===== src/rtl/zstd_frame_sequencer.sv =====
// Zstandard frame controller: runs the header parser, walks block headers,
// routes block payload bytes downstream and collects the optional checksum.
module zstd_frame_sequencer #(
  parameter int unsigned MAX_BLOCK_SIZE = 131072,
  parameter int unsigned HDR_TIMEOUT    = 32
) (
  input  logic        clk,
  input  logic        reset,
  input  logic        in_valid,
  input  logic [15:0] in_data,
  output logic        in_ready,
  output logic        hp_start,
  output logic [15:0] hp_data,
  input  logic        hp_finished,
  input  logic [7:0]  hp_hdr_len,
  input  logic [7:0]  hp_fhd,
  input  logic [7:0]  hp_extra_byte,
  output logic        blk_valid,
  input  logic        blk_ready,
  output logic        blk_last,
  output logic [1:0]  blk_type,
  output logic [20:0] blk_size,
  output logic        pay_valid,
  output logic [7:0]  pay_data,
  input  logic        pay_ready,
  output logic [31:0] chk_value,
  output logic        chk_valid,
  output logic        frame_done,
  output logic        err,
  output logic [2:0]  err_code
);

  localparam int unsigned TW = $clog2(HDR_TIMEOUT + 1);

  typedef enum logic [2:0] {
    IDLE, HDR, BLK_HDR, BLK_ISSUE, PAYLOAD, CHKSUM, DONE, ERROR
  } state_t;

  state_t      state, state_next, blk_end;
  logic [2:0]  code_next;
  logic        pend_flag;
  logic [7:0]  pend_byte;
  logic [7:0]  word_cnt;
  logic [TW-1:0] tick_cnt;
  logic [1:0]  byte_idx;
  logic [7:0]  b0, b1;
  logic [20:0] remain;
  logic        cks_flag;

  logic [7:0]  cur_byte;
  logic        avail, byte_want, byte_take, hdr_acc, hdr_ok;
  logic [23:0] hdr24;
  logic [8:0]  need_words;
  logic        unused;

  // Byte aligner view: a pending high byte always goes before the next word
  assign cur_byte   = pend_flag ? pend_byte : in_data[7:0];
  assign avail      = pend_flag | in_valid;
  assign byte_take  = byte_want & avail;
  assign hdr24      = {cur_byte, b1, b0};
  assign need_words = (9'(hp_hdr_len) + 9'd1) >> 1;
  assign hdr_ok     = (9'(word_cnt) == need_words);
  assign hdr_acc    = (state == HDR) & in_valid & ~hp_finished;
  assign blk_end    = !blk_last ? BLK_HDR : (cks_flag ? CHKSUM : DONE);
  assign unused     = ^{hp_fhd[7:3], hp_fhd[1:0]};

  always_ff @(posedge clk or posedge reset) begin
    if (reset) state <= IDLE;
    else       state <= state_next;
  end

  always_comb begin
    state_next = state;
    code_next  = 3'd0;
    unique case (state)
      IDLE: if (in_valid) state_next = HDR;
      HDR: begin
        if (hp_finished) begin
          if (hdr_ok) state_next = BLK_HDR;
          else begin state_next = ERROR; code_next = 3'd4; end
        end else if (!in_valid) begin
          state_next = ERROR; code_next = 3'd1;
        end else if (tick_cnt == TW'(HDR_TIMEOUT - 1)) begin
          state_next = ERROR; code_next = 3'd5;
        end
      end
      BLK_HDR: begin
        if (byte_take && byte_idx == 2'd2) begin
          if (hdr24[2:1] == 2'd3) begin
            state_next = ERROR; code_next = 3'd2;
          end else if (32'(hdr24[23:3]) > MAX_BLOCK_SIZE) begin
            state_next = ERROR; code_next = 3'd3;
          end else begin
            state_next = BLK_ISSUE;
          end
        end
      end
      BLK_ISSUE: begin
        if (blk_ready) begin
          if (blk_size == 21'd0 && blk_type != 2'd1) state_next = blk_end;
          else                                       state_next = PAYLOAD;
        end
      end
      PAYLOAD: if (byte_take && remain == 21'd1) state_next = blk_end;
      CHKSUM:  if (byte_take && byte_idx == 2'd3) state_next = DONE;
      DONE:    state_next = IDLE;
      ERROR:   state_next = ERROR;
      default: state_next = IDLE;
    endcase
  end

  always_comb begin
    byte_want  = 1'b0;
    in_ready   = 1'b0;
    hp_start   = 1'b0;
    hp_data    = 16'd0;
    blk_valid  = 1'b0;
    pay_valid  = 1'b0;
    pay_data   = 8'd0;
    frame_done = 1'b0;
    chk_valid  = 1'b0;
    err        = 1'b0;
    unique case (state)
      HDR: begin
        in_ready = ~hp_finished;
        hp_data  = in_data;
        hp_start = hdr_acc & (word_cnt == 8'd0);
      end
      BLK_HDR, CHKSUM: begin
        byte_want = 1'b1;
        in_ready  = ~pend_flag;
      end
      BLK_ISSUE: blk_valid = 1'b1;
      PAYLOAD: begin
        byte_want = pay_ready;
        in_ready  = ~pend_flag & pay_ready;
        pay_valid = avail;
        pay_data  = cur_byte;
      end
      DONE: begin
        frame_done = 1'b1;
        chk_valid  = cks_flag;
      end
      ERROR:   err = 1'b1;
      default: ;
    endcase
  end

  always_ff @(posedge clk or posedge reset) begin
    if (reset) begin
      pend_flag <= 1'b0;
      pend_byte <= 8'd0;
      word_cnt  <= 8'd0;
      tick_cnt  <= '0;
      byte_idx  <= 2'd0;
      b0        <= 8'd0;
      b1        <= 8'd0;
      remain    <= 21'd0;
      cks_flag  <= 1'b0;
      blk_last  <= 1'b0;
      blk_type  <= 2'd0;
      blk_size  <= 21'd0;
      chk_value <= 32'd0;
      err_code  <= 3'd0;
    end else begin
      // Frames start word-aligned, so a leftover byte is dropped at DONE
      if (state == DONE) begin
        pend_flag <= 1'b0;
      end else if (state == HDR && state_next == BLK_HDR) begin
        pend_flag <= hp_hdr_len[0];
        pend_byte <= hp_extra_byte;
      end else if (byte_take) begin
        if (pend_flag) begin
          pend_flag <= 1'b0;
        end else begin
          pend_flag <= 1'b1;
          pend_byte <= in_data[15:8];
        end
      end

      if (state == IDLE) begin
        word_cnt <= 8'd0;
        tick_cnt <= '0;
        byte_idx <= 2'd0;
      end else if (state == HDR) begin
        tick_cnt <= tick_cnt + 1'b1;
        if (hdr_acc)     word_cnt <= word_cnt + 8'd1;
        if (hp_finished) cks_flag <= hp_fhd[2];
      end

      if (state == BLK_HDR && byte_take) begin
        unique case (byte_idx)
          2'd0: b0 <= cur_byte;
          2'd1: b1 <= cur_byte;
          default: begin
            blk_last <= hdr24[0];
            blk_type <= hdr24[2:1];
            blk_size <= hdr24[23:3];
          end
        endcase
        byte_idx <= (byte_idx == 2'd2) ? 2'd0 : byte_idx + 2'd1;
      end

      if (state == CHKSUM && byte_take) begin
        chk_value[{byte_idx, 3'b000} +: 8] <= cur_byte;
        byte_idx <= byte_idx + 2'd1;
      end

      // RLE blocks carry a single byte regardless of Block_Size
      if (state == BLK_ISSUE && blk_ready)
        remain <= (blk_type == 2'd1) ? 21'd1 : blk_size;
      else if (state == PAYLOAD && byte_take)
        remain <= remain - 21'd1;

      if (state != ERROR && state_next == ERROR) err_code <= code_next;
    end
  end

endmodule


===== config.mk =====
export PLATFORM = sky130hd
export DESIGN_NAME = zstd_frame_sequencer
export DESIGN_NICKNAME = d
export VERILOG_FILES = /design/src/rtl/zstd_frame_sequencer.sv
export SDC_FILE = /design/constraint.sdc
export NUM_CORES = 1
export LEC_CHECK = 0
export ABC_AREA = 1
export CAP_MARGIN = 10
export CORE_MARGIN = 1.5
export CORE_UTILIZATION = 44
export DETAILED_ROUTE_END_ITERATION = 16
export PLACE_DENSITY = 0.67
export SLEW_MARGIN = 10
export SYNTH_ARGS = -nofsm -noshare
export SYNTH_HDL_FRONTEND = slang
export SYNTH_SLANG_ARGS = --single-unit

===== constraint.sdc =====
create_clock -name clk -period 8.7 [get_ports clk]
set_input_delay 2.175 -clock clk [delete_from_list [all_inputs] [get_ports clk]]
set_output_delay 2.175 -clock clk [all_outputs]
set_load 0.1 [all_outputs]

# ---- Word level (Yosys, flattened, before mapping)
# Index checks and enable logic that the tools add are counted.
# W data, S select, Z words.
dict set report totals {
  input_bits 46
  reg_bits 125
  word_cells 137
  out_inout_bits 90
}
dict set report op_classes {
  bitwise 11
  n_mux 54
  magnitude_cmp 1
  n_shift 2
  reduce_logical 28
  addsub 6
  n_eq_ne 20
}
# operator n
set op_table {}
lappend op_table {{$mux W8} 8}
lappend op_table {{$mux W21} 3}
lappend op_table {{$mux W3} 17}
lappend op_table {{$bwmux W32} 1}
lappend op_table {{$shift A8 B7 Y32 const A} 1}
lappend op_table {{$shiftx A8 B7 Y32} 1}
lappend op_table {{$pmux W3 S8} 1}
lappend op_table {{$eq A21 B1 Y1 const B} 1}
lappend op_table {{$gt A21 B18 Y1 const B} 1}
lappend op_table {{$logic_not A21 Y1} 1}
lappend op_table {{$sub A21 B1 Y21 const B} 1}
lappend op_table {{$mux W16} 1}
lappend op_table {{$mux W2} 8}
lappend op_table {{$eq A3 B3 Y1 const B} 5}
lappend op_table {{$mux W6} 2}
lappend op_table {{$logic_and A1 B1 Y1} 10}
lappend op_table {{$mux W1} 10}
lappend op_table {{$add A8 B1 Y9 const B} 1}
lappend op_table {{$eq A3 B2 Y1 const B} 3}
lappend op_table {{$add A8 B1 Y8 const B} 1}
lappend op_table {{$eq A8 B8 Y1} 1}
lappend op_table {{$logic_not A8 Y1} 1}
lappend op_table {{$reduce_and A2 Y1} 4}
lappend op_table {{$reduce_bool A2 Y1} 4}
lappend op_table {{other kinds (20)} 35}

# ---- Logic depth before layout (Yosys ltp)
# Gate-level depths: netlist of the first run.
dict set report logic_depth {
  ltp_word 11
  ltp_mapped 17
}

# ---- Worst setup path after synthesis of the first run
# No wires, ideal clock.
dict set report synth_path {
  path_kind {reg-to-output}
  startpoint {register state[1]}
  endpoint {output chk_valid}
  arrival_ps 4125
  required_time_ps 6525
  n_path_buf 0
  path_slack_ps 2400
  stages_incl_launch_ff 5
  cell_sequence {dfrtp_1 > inv_2 > nor3_1 > inv_1 > nor2_1}
}
dict set report synth_via {
  elab_chain_len 2
}
# item line
set synth_lines {}
lappend synth_lines {{start, declared} 39} ;# state_t state, state_next, blk_end;
lappend synth_lines {{start signal, assigned} 69} ;# else state <= state_next;
lappend synth_lines {{$eq A3 B3 Y1} 123} ;# unique case (state)
lappend synth_lines {{$mux W1} 123}
lappend synth_lines {{end, declared} 27} ;# output logic chk_valid,
# No other way between the ends.

# ---- Final worst setup path of the first run
dict set report layout_path {
  startpoint {input in_data[5]}
  endpoint {output pay_data[5]}
}
dict set report layout_via {
  elab_chain_len 2
}
# item line
set layout_lines {}
lappend layout_lines {{start, declared} 10} ;# input logic [15:0] in_data,
lappend layout_lines {{$mux W8} 57} ;# assign cur_byte = pend_flag ? pend_byte : in_data[7:0];
lappend layout_lines {{$mux W8} 123}
lappend layout_lines {{end, declared} 24} ;# output logic [7:0] pay_data,
# No other way between the ends.

==> flow_summary_export.csv, run 1 <==
group,metric,value,unit
critical_path,cp_max_fo,5,
die,die_y,130,µm
global_routing,grt.total_usage,0.244,
synth,synth_xor_xnor_area_share,0.0135,
critical_path,crit_chain,"clkdlybuf4s50_1 > o21a_1 > inv_1 > nor2_1 > clkdlybuf4s50_1",
synth,async_reset_ff_frac,1.00,
critical_path,worst_setup_path_end_kind,"output port",
clocking,cts_setup_buffers,0,
critical_path,crit_path_start_kind,"primary input",
clocking,cts_buffer_depth,2,
clocking,cts-resized-gates,0,
timing,worst_hold_slack,471,ps
die,dieArea,16900,µm²
synth,syn_area,7120,µm²
cells_and_area,layout.cells.non_filler,1286,
synth,ys_seq_area_frac,0.440,
global_routing,antenna_found_initial,0,
power_and_ir_drop,power.density,422,nW/µm²
timing,fmaxAchievable,151,MHz
clocking,clkSinkCount,125,
timing,setup_viol,0,
placement,dp_slack,2100,ps
die,num_rows,46,
synth,synth-main-ff-cell,"dfrtp_1",
synth,yosysTopAreaCellShare,0.440,
clocking,cts_tree,"done",
synth,synth_top_area_cell,"dfrtp_1",
critical_path,criticalPathCategory,"primary input to output port",
drt,drtIter0Drc,532,
drt,drt_pass1_iterations,6,
placement,gp_congestion,0.909,
synth,synth_compound_area_frac,0.126,
synth,synthTopCellsByArea,"dfrtp_1, nand2_1, inv_1",
synth,syn_nets,997,
timing,worst_pin_slew,1070,ps
cells_and_area,area_growth,28.1,%
critical_path,crit_buf_inv,3,
timing,skew,6.85,ps
global_routing,grt_max_degree,68,
clocking,cts-root-buf,"clkbuf_16",
worst_hold_path,hold_class,"flip-flop to flip-flop",
global_routing,grt_pass1_wl,31.8,mm
synth,synth_top_family_by_area,"simple AND/OR/NAND/NOR gates",
timing,setup_ws,2080,ps
drt,post_drt_wl_per_cell,15.1,µm
clocking,holdBufCountCts,0,
critical_path,arrival,4440,ps
drt,postRouteAntennaNets,0,
clocking,clk_latency,420,ps
synth,synthSimpleGateAreaFrac,0.289,
synth,synthCells,938,
critical_path,required,6530,ps
outcome,status,"finished, final reports clean",
synth,syn_area_per_cell,7.59,µm²
die,fp.dieW,130,µm
timing,hold_violations,0,
die,ios,136,
power_and_ir_drop,peakVddDrop,0.279,mV
job,drv_cap,0,
synth,synth.mux.area_fraction,0.0158,
timing,min_period_over_period,0.761,
critical_path,path_delay_family,"buffers and inverters",
critical_path,critPathMostFrequentCell,"clkdlybuf4s50_1",
global_routing,grt-ovfl-total,0,
synth,synthAdderAreaFrac,0.0229,
synth,synth_edf_count,0,
timing,slew_headroom,0.282,
placement,numPortBuffers,128,
critical_path,max_stage_delay,1150,ps
die,core-area,15800,µm²
global_routing,grt_pass1_vias,6237,
clocking,clk_pin_slew,60,ps
cells_and_area,nNetsFinal,1117,
cells_and_area,layout-drive-gt1-share,0.0897,
synth,synth-warning-count,0,
power_and_ir_drop,leakage,4.42,nW
critical_path,slowest_stage,"clkdlybuf4s50_1",
drt,post_drt_via_cell_ratio,5.14,
timing,min_period,6620,ps
placement,placed_cells,1255,
drt,route.detailed.drc,0,
cells_and_area,antenna_cells,0,
placement,place.detailed.hpwl,14.4,mm
die,start_util,0.450,
timing,rsz0062_at_grt,"no",
timing,tns,0,ps
clocking,cts_made_buffers,17,
drt,vias,6613,
clocking,h-tree-depth,4,
timing,finalMaxSlewViolations,0,
drt,finalWirelength,19.5,mm
synth,synth-seq-cells,125,
synth,synth.distinct_cells,43,
-- where the power goes --
part	total [W]	internal [W]	switching (W)
combinational	0.00219	0.000516	0.00167
clock	0.000697	0.000423	0.000274
sequential	0.000956	0.000770	0.000186
total	0.00384	0.00171	0.00213
-- sequential cells by signal (all words and copies together) (netlist names), 3 cells and up --
| signal | cells |
|---|---|
| err_code | 3 |
| b0 | 8 |
| tick_cnt | 6 |
| b1 | 8 |
| remain | 21 |
| word_cnt | 8 |
| chk_value | 32 |
| blk_size | 21 |
| state | 3 |
| pend_byte | 8 |
-- routing by layer --
metal,routed length (µm),global-route usage,share of wire,vias up
met5,0,0,0,-
met4,301,0.0810,0.015,0
met1,9150,0.337,0.47,3083
li1,-,-,-,3286
met2,8810,0.376,0.45,220
met3,1200,0.0595,0.062,24
-- cell type report --
| type | instances | area (µm²) |
|---|---|---|
| well taps | 216 | 270 |
| fillers | 1512 | 6710 |
| multi-input cells | 646 | 3330 |
| clock inverters | 12 | 140 |
| inverters | 138 | 520 |
| flip-flops and latches | 125 | 3130 |
| clock buffers | 19 | 433 |
| repair buffers | 130 | 1300 |
-- worst register-to-register path, cell delays in order (launching register included) --
cell	delay (ps)
dfrtp_1	420
inv_2	110
nand3_1	80
inv_2	110
nand2_2	300
nor2_1	940
inv_1	320
o22ai_1	290
a32o_1	160
-- synthesized netlist by cell type (all sizes together) (3+ instances only) --
| cell type | instances |
|---|---|
| buf | 12 |
| nand3 | 70 |
| ha | 13 |
| a22oi | 9 |
| mux2 | 10 |
| o22ai | 6 |
| nor2 | 122 |
| nand4 | 22 |
| a21oi | 28 |
| clkbuf | 17 |
| or2 | 5 |
| inv | 137 |
| o31ai | 16 |
| nor3 | 11 |
| nand2 | 228 |
| nor4 | 3 |
| o211ai | 4 |
| xnor2 | 3 |
| xor2 | 8 |
| o21ai | 74 |
| a32o | 3 |
| dfrtp | 125 |
-- through the flow --
| step | utilization | cell area (µm²) | total power, W |
|---|---|---|---|
| global placement | 0.540 | 8540 | 0.00313 |
| detailed placement | 0.540 | 8540 | 0.00315 |
| finish | 0.576 | 9120 | 0.00384 |
| global route | 0.576 | 9120 | 0.00406 |
| CTS | 0.576 | 9120 | 0.00385 |
| floorplan | - | 7120 | 0.00262 |
-- cells by family after synthesis --
logic type / after synthesis
DFF: 125
xor gates and xnor gates: 11
buffers and inverters: 167
and+or+nand+nor: 462
AOI/OAI and AO/OA: 150
adders and majority gates: 13
muxes: 10
-- cells in the final DEF (no fill, tap or decap), types with 6 or more instances in the layout --
cell type / instances
nor3_1: 10
o22ai_1: 6
nand4_1: 21
ha_1: 13
inv_1: 124
clkdlybuf4s50_1: 128
nor2_1: 111
nand2_1: 208
o21ai_0: 70
inv_2: 12
nor2_2: 7
dfrtp_1: 125
a22oi_1: 9
nand3_1: 66
o31ai_1: 16
xor2_1: 8
a21oi_1: 28
clkbuf_16: 17
nand2_2: 18
mux2_2: 10
-- final timing paths --
kind / start / to / slack [ps] / cells past startpoint
worst max register to register: state[2]$_DFF_PP0_ / remain[7]$_DFFE_PP0P_ / 5920 / 8
min in group asynchronous: reset / blk_size[8]$_DFFE_PP0P_ / 2260 / 2
worst min register to register: pend_byte[6]$_DFFE_PP0P_ / pend_byte[6]$_DFFE_PP0P_ / 470 / 2
worst min-delay path: pend_byte[6]$_DFFE_PP0P_ / pend_byte[6]$_DFFE_PP0P_ / 470 / 2
max in group asynchronous: reset / tick_cnt[2]$_DFFE_PP0P_ / 5100 / 3
worst max-delay path: in_data[5] / pay_data[5] / 2080 / 5
Power figures use the tool's default switching activity.
==> inputs of run 2 (changes only) <==
==> constraint.sdc (replaced) <==
create_clock -name clk -period 6.35 [get_ports clk]
set_input_delay 1.5875 -clock clk [delete_from_list [all_inputs] [get_ports clk]]
set_output_delay 1.5875 -clock clk [all_outputs]
set_load 0.1 [all_outputs]
==> flow_summary_export.csv, run 2 (synthesis gave the netlist of run 1 again) <==
group,metric,value,unit
power_and_ir_drop,power.density,575,nW/µm²
timing,slew_headroom,0.237,
global_routing,antenna_found_initial,0,
die,die_y,130,µm
critical_path,critPathMostFrequentCell,"clkdlybuf4s50_1",
timing,tns,0,ps
timing,min_period_over_period,0.787,
critical_path,crit_chain,"clkdlybuf4s50_1 > inv_1 > nor2_1 > clkdlybuf4s50_1",
timing,skew,6.83,ps
drt,finalWirelength,19.8,mm
timing,worst_pin_slew,1140,ps
clocking,clkSinkCount,125,
timing,rsz0062_at_grt,"no",
global_routing,grt-ovfl-total,0,
critical_path,arrival,3410,ps
power_and_ir_drop,peakVddDrop,0.299,mV
global_routing,gr-usage-met3,0.0677,
critical_path,crit_buf_inv,3,
cells_and_area,top_regs,"chk_value (32), blk_size (21), remain (21)",
clocking,clk_pin_slew,60,ps
clocking,cts_tree,"done",
drt,post_drt_via_cell_ratio,5.16,
drt,drtIter0Drc,572,
clocking,h-tree-depth,4,
placement,placed_area,8520,µm²
critical_path,max_stage_delay,1140,ps
power_and_ir_drop,comb_power_share,0.575,
critical_path,required,4760,ps
cells_and_area,antenna_cells,0,
die,ios,136,
critical_path,criticalPathCategory,"primary input to output port",
clocking,cts-resized-gates,0,
placement,place.detailed.hpwl,14.6,mm
power_and_ir_drop,leakage,4.44,nW
power_and_ir_drop,sw_frac_of_total,0.562,
power_and_ir_drop,total_power,0.00522,W
clocking,clk_latency,430,ps
cells_and_area,largest-register,"chk_value",
drt,route.detailed.drc,0,
clocking,holdBufCountCts,0,
cells_and_area,largest_reg_flops,32,
cells_and_area,final_core_util,0.574,
power_and_ir_drop,power.switching,0.00293,W
critical_path,path_delay_family,"buffers and inverters",
global_routing,grt_pass1_wl,32.0,mm
global_routing,globalRouteMet1Util,0.343,
drt,postRouteAntennaNets,0,
critical_path,cp_max_fo,2,
drt,post_drt_wl_per_cell,15.4,µm
die,num_rows,46,
outcome,status,"finished, final reports clean",
power_and_ir_drop,p_int,0.00229,W
placement,dp_slack,1360,ps
cells_and_area,layout-drive-gt1-share,0.103,
global_routing,grt_max_degree,45,
die,start_util,0.450,
cells_and_area,final_common_cell,"nand2_1",
die,dieArea,16900,µm²
drt,vias,6651,
critical_path,crit_path_start_kind,"primary input",
cells_and_area,nNetsFinal,1118,
clocking,cts_buffer_depth,2,
clocking,cts_made_buffers,17,
timing,fmaxAchievable,200,MHz
global_routing,gr-max-usage-layer,"met2",
global_routing,grt.total_usage,0.248,
die,core-area,15800,µm²
global_routing,grt_pass1_vias,6194,
critical_path,slowest_stage,"clkdlybuf4s50_1",
worst_hold_path,hold_class,"flip-flop to flip-flop",
die,fp.dieW,130,µm
timing,setup_ws,1350,ps
clocking,cts_setup_buffers,0,
drt,drt_pass1_iterations,5,
timing,min_period,5000,ps
power_and_ir_drop,p_seq_frac,0.251,
cells_and_area,final_cell_mix,"nand2_1, dfrtp_1, inv_1",
cells_and_area,postLayoutCellArea,9080,µm²
placement,numPortBuffers,128,
placement,gp_congestion,0.887,
clocking,cts-root-buf,"clkbuf_16",
power_and_ir_drop,power_frac_clock,0.174,
critical_path,worst_setup_path_end_kind,"output port",
global_routing,met2_usage,0.379,
timing,setup_viol,0,
cells_and_area,fill_cells,1485,
timing,finalMaxSlewViolations,0,
cells_and_area,area_growth,27.6,%
job,drv_cap,0,
timing,hold_violations,0,
-- run 2: final cells by class --
class                   instances  area [µm²]  share of cell area
clock buffers                  21         470              0.0518
clock inverters                11        87.6             0.00964
inverters                     138         520              0.0573
multi-input cells             646        3330               0.366
flip-flops and latches        125        3130               0.344
well taps                     216         270              0.0298
repair buffers                131        1280               0.141
-- run 2: worst reg2reg max path, delay by kind of cell, from the launching register on --
family	cells	cell delay (ps)
simple gates	5	1540
buf+inv	3	540
flops	1	420
compound gates	1	290
-- run 2: worst paths after layout --
check / slack [ps] / endpoint / from / cells after the start
hold / removal: 480 / pend_byte[6]$_DFFE_PP0P_ / pend_byte[6]$_DFFE_PP0P_ / 2
setup reg to reg: 3510 / remain[5]$_DFFE_PP0P_ / state[2]$_DFF_PP0_ / 9
setup / recovery: 1350 / hp_data[6] / in_data[6] / 4
hold reg to reg: 480 / pend_byte[6]$_DFFE_PP0P_ / pend_byte[6]$_DFFE_PP0P_ / 2
min in group asynchronous: 1590 / blk_size[10]$_DFFE_PP0P_ / reset / 2
max in group asynchronous: 3760 / state[2]$_DFF_PP0_ / reset / 3
-- run 2: power by group through the flow --
stage / Clock [W] / Combinational, W / Sequential (W)
6_report: 0.000908 / 0.00300 / 0.00131
5_1_grt: 0.000961 / 0.00321 / 0.00134
4_1_cts: 0.000921 / 0.00301 / 0.00131
3_5_place_dp: 0 / 0.00299 / 0.00132
3_3_place_gp: 0 / 0.00297 / 0.00132
2_1_floorplan: 0 / 0.00154 / 0.00205
-- run 2: metrics by stage --
stage | hold slack (ps) | std cells
finish | 476 | 1288
global route | 509 | 1288
CTS | 479 | 1288
detailed placement | 464 | 1256
global placement | 457 | 1256
floorplan | 441 | 938
-- run 2: layer usage --
| layer | wire length (µm) | part of all wire | vias up |
|---|---|---|---|
| met3 | 1300 | 0.065 | 27 |
| met2 | 8910 | 0.45 | 209 |
| met4 | 312 | 0.016 | 0 |
| li1 | - | - | 3284 |
| met1 | 9330 | 0.47 | 3131 |
| met5 | 0 | 0 | - |
==> inputs of run 3 (changes only) <==
--- a/config.mk
+++ b/config.mk
@@ -10,7 +10,7 @@
 export CORE_MARGIN = 1.5
 export CORE_UTILIZATION = 44
 export DETAILED_ROUTE_END_ITERATION = 16
-export PLACE_DENSITY = 0.67
+export PLACE_DENSITY = 0.7
 export SLEW_MARGIN = 10
 export SYNTH_ARGS = -nofsm -noshare
 export SYNTH_HDL_FRONTEND = slang
==> constraint.sdc (replaced) <==
create_clock -name clk -period 4.4 [get_ports clk]
set_input_delay 1.1 -clock clk [delete_from_list [all_inputs] [get_ports clk]]
set_output_delay 1.1 -clock clk [all_outputs]
set_load 0.1 [all_outputs]
==> flow_summary_export.csv, run 3 (synthesis gave the netlist of run 1 again) <==
group,metric,value,unit
outcome,status,"finished, final reports clean",
global_routing,met2_usage,0.380,
cells_and_area,final_cell_mix,"nand2_1, dfrtp_1, inv_1",
job,drv_cap,0,
critical_path,criticalPathCategory,"primary input to output port",
global_routing,grt-ovfl-total,0,
timing,min_period_over_period,0.817,
timing,slew_headroom,0.333,
placement,numPortBuffers,128,
die,start_util,0.450,
worst_hold_path,hp-start,"pend_byte[5]$_DFFE_PP0P_",
global_routing,grt_pass1_vias,6160,
power_and_ir_drop,p_int,0.00343,W
global_routing,gr-max-usage-layer,"met2",
clocking,cts_tree,"done",
critical_path,cp_max_fo,5,
drt,drtIter0Drc,474,
timing,worst_pin_slew,997,ps
critical_path,max_stage_delay,520,ps
cells_and_area,top_regs,"chk_value (32), blk_size (21), remain (21)",
timing,min_period,3600,ps
global_routing,gr-usage-met3,0.0595,
clocking,clk_latency,420,ps
critical_path,timing.rr.end,"pend_byte[4]$_DFFE_PP0P_",
global_routing,globalRouteMet1Util,0.323,
critical_path,crit_chain,"clkdlybuf4s50_1 > o21a_1 > inv_1 > nor2_1 > buf_12",
drt,finalWirelength,19.5,mm
clocking,clk_pin_slew,60,ps
placement,gp_congestion,0.869,
clocking,holdBufCountCts,0,
global_routing,grt.total_usage,0.239,
critical_path,reg2reg_from,"state[0]$_DFF_PP0_",
cells_and_area,largest-register,"chk_value",
timing,skew,8.56,ps
drt,route.detailed.drc,0,
clocking,h-tree-depth,4,
worst_hold_path,hold_end,"pend_byte[5]$_DFFE_PP0P_",
timing,worst_hold_slack,477,ps
timing,setup_viol,0,
power_and_ir_drop,power_frac_clock,0.187,
critical_path,slowest_stage,"clkdlybuf4s50_1",
die,ios,136,
cells_and_area,largest_reg_flops,32,
critical_path,crit_path_start_kind,"primary input",
drt,post_drt_wl_per_cell,15.1,µm
worst_hold_path,hold_depth,2,
power_and_ir_drop,sw_frac_of_total,0.552,
cells_and_area,nNetsFinal,1120,
drt,vias,6721,
critical_path,r2r_slack,1690,ps
cells_and_area,layout-drive-gt1-share,0.120,
clocking,cts_setup_buffers,0,
critical_path,crit_buf_inv,3,
critical_path,required,3300,ps
timing,tns,0,ps
power_and_ir_drop,peakVddDrop,0.462,mV
power_and_ir_drop,power.switching,0.00423,W
power_and_ir_drop,p_seq_frac,0.247,
placement,place.detailed.hpwl,14.4,mm
die,die_y,130,µm
timing,hold_violations,0,
die,core-area,15800,µm²
timing,fmaxAchievable,278,MHz
timing,finalMaxSlewViolations,0,
drt,drt_pass1_iterations,5,
clocking,cts_made_buffers,17,
die,fp.dieW,130,µm
die,dieArea,16900,µm²
drt,post_drt_via_cell_ratio,5.21,
clocking,clkSinkCount,125,
power_and_ir_drop,comb_power_share,0.566,
drt,postRouteAntennaNets,0,
timing,rsz0062_at_grt,"no",
power_and_ir_drop,leakage,4.52,nW
critical_path,worst_setup_path_end_kind,"output port",
clocking,cts-resized-gates,0,
global_routing,grt_pass1_wl,31.2,mm
critical_path,r2r.worst_path.cells,15,
critical_path,path_delay_family,"buffers and inverters",
die,num_rows,46,
clocking,cts_buffer_depth,2,
cells_and_area,final_common_cell,"nand2_1",
worst_hold_path,hold_class,"flip-flop to flip-flop",
clocking,cts-root-buf,"clkbuf_16",
critical_path,arrival,2500,ps
global_routing,antenna_found_initial,0,
cells_and_area,area_growth,28.4,%
cells_and_area,antenna_cells,0,
power_and_ir_drop,power.density,838,nW/µm²
global_routing,grt_max_degree,75,
[run 3: changes by cell type in the layout (fill, tap and decap cells not counted), sizes merged]
cell,previous run,this run
buf,14,33
clkinv,7,6
inv,138,139
clkinvlp,4,3
clkbuf,21,19
bufinv,0,3
clkdlybuf4s50,117,100
[run 3: area by class of cell]
| type | instances | area (µm²) |
|---|---|---|
| inverter | 138 | 522 |
| clock inverter | 13 | 164 |
| clock buffer | 19 | 433 |
| timing repair buffer | 133 | 1290 |
| multi-input combinational | 646 | 3330 |
| fill | 1464 | 6690 |
| tap | 216 | 270 |
| sequential | 125 | 3130 |
[run 3: worst min-delay path: cells and delay by family, from the launching register on]
kind          cells  cell delay (ps)
flops             1              340
simple gates      2              100
[run 3: worst max path at each step]
stage / start / cells after the start / slack (ps) / end
after floorplan: state[1]$_DFF_PP0_ / 4 / 140 / chk_valid
after global placement: in_data[5] / 5 / 810 / pay_data[5]
after detailed placement: hp_hdr_len[0] / 15 / 780 / pend_byte[4]$_DFFE_PP0P_
after CTS: in_data[5] / 5 / 810 / pay_data[5]
after global routing: state[1]$_DFF_PP0_ / 8 / 660 / hp_start
final: in_data[5] / 5 / 800 / pay_data[5]
[run 3: stage by stage]
stage	util	instances	power (W)	worst slack (ps)	instance area (µm²)
2_1_floorplan	-	938	0.00518	136	7130
3_3_place_gp	0.540	1258	0.00617	807	8540
3_5_place_dp	0.540	1258	0.00621	784	8540
4_1_cts	0.577	1290	0.00767	807	9140
5_1_grt	0.577	1290	0.00806	661	9140
6_report	0.577	1290	0.00765	804	9140
[run 3: power groups by stage]
stage | clock network (W) | registers [W] | logic (W)
2_1_floorplan | 0 | 0.00296 | 0.00222
3_3_place_gp | 0 | 0.00190 | 0.00427
3_5_place_dp | 0 | 0.00190 | 0.00431
4_1_cts | 0.00144 | 0.00189 | 0.00434
5_1_grt | 0.00150 | 0.00194 | 0.00462
6_report | 0.00143 | 0.00189 | 0.00433
[run 3: metal layers]
layer	wire, µm	part of all wire	up-vias
li1	-	-	3294
met1	8850	0.45	3174
met2	8900	0.46	224
met3	1350	0.069	29
met4	357	0.018	0
met5	0	0	-
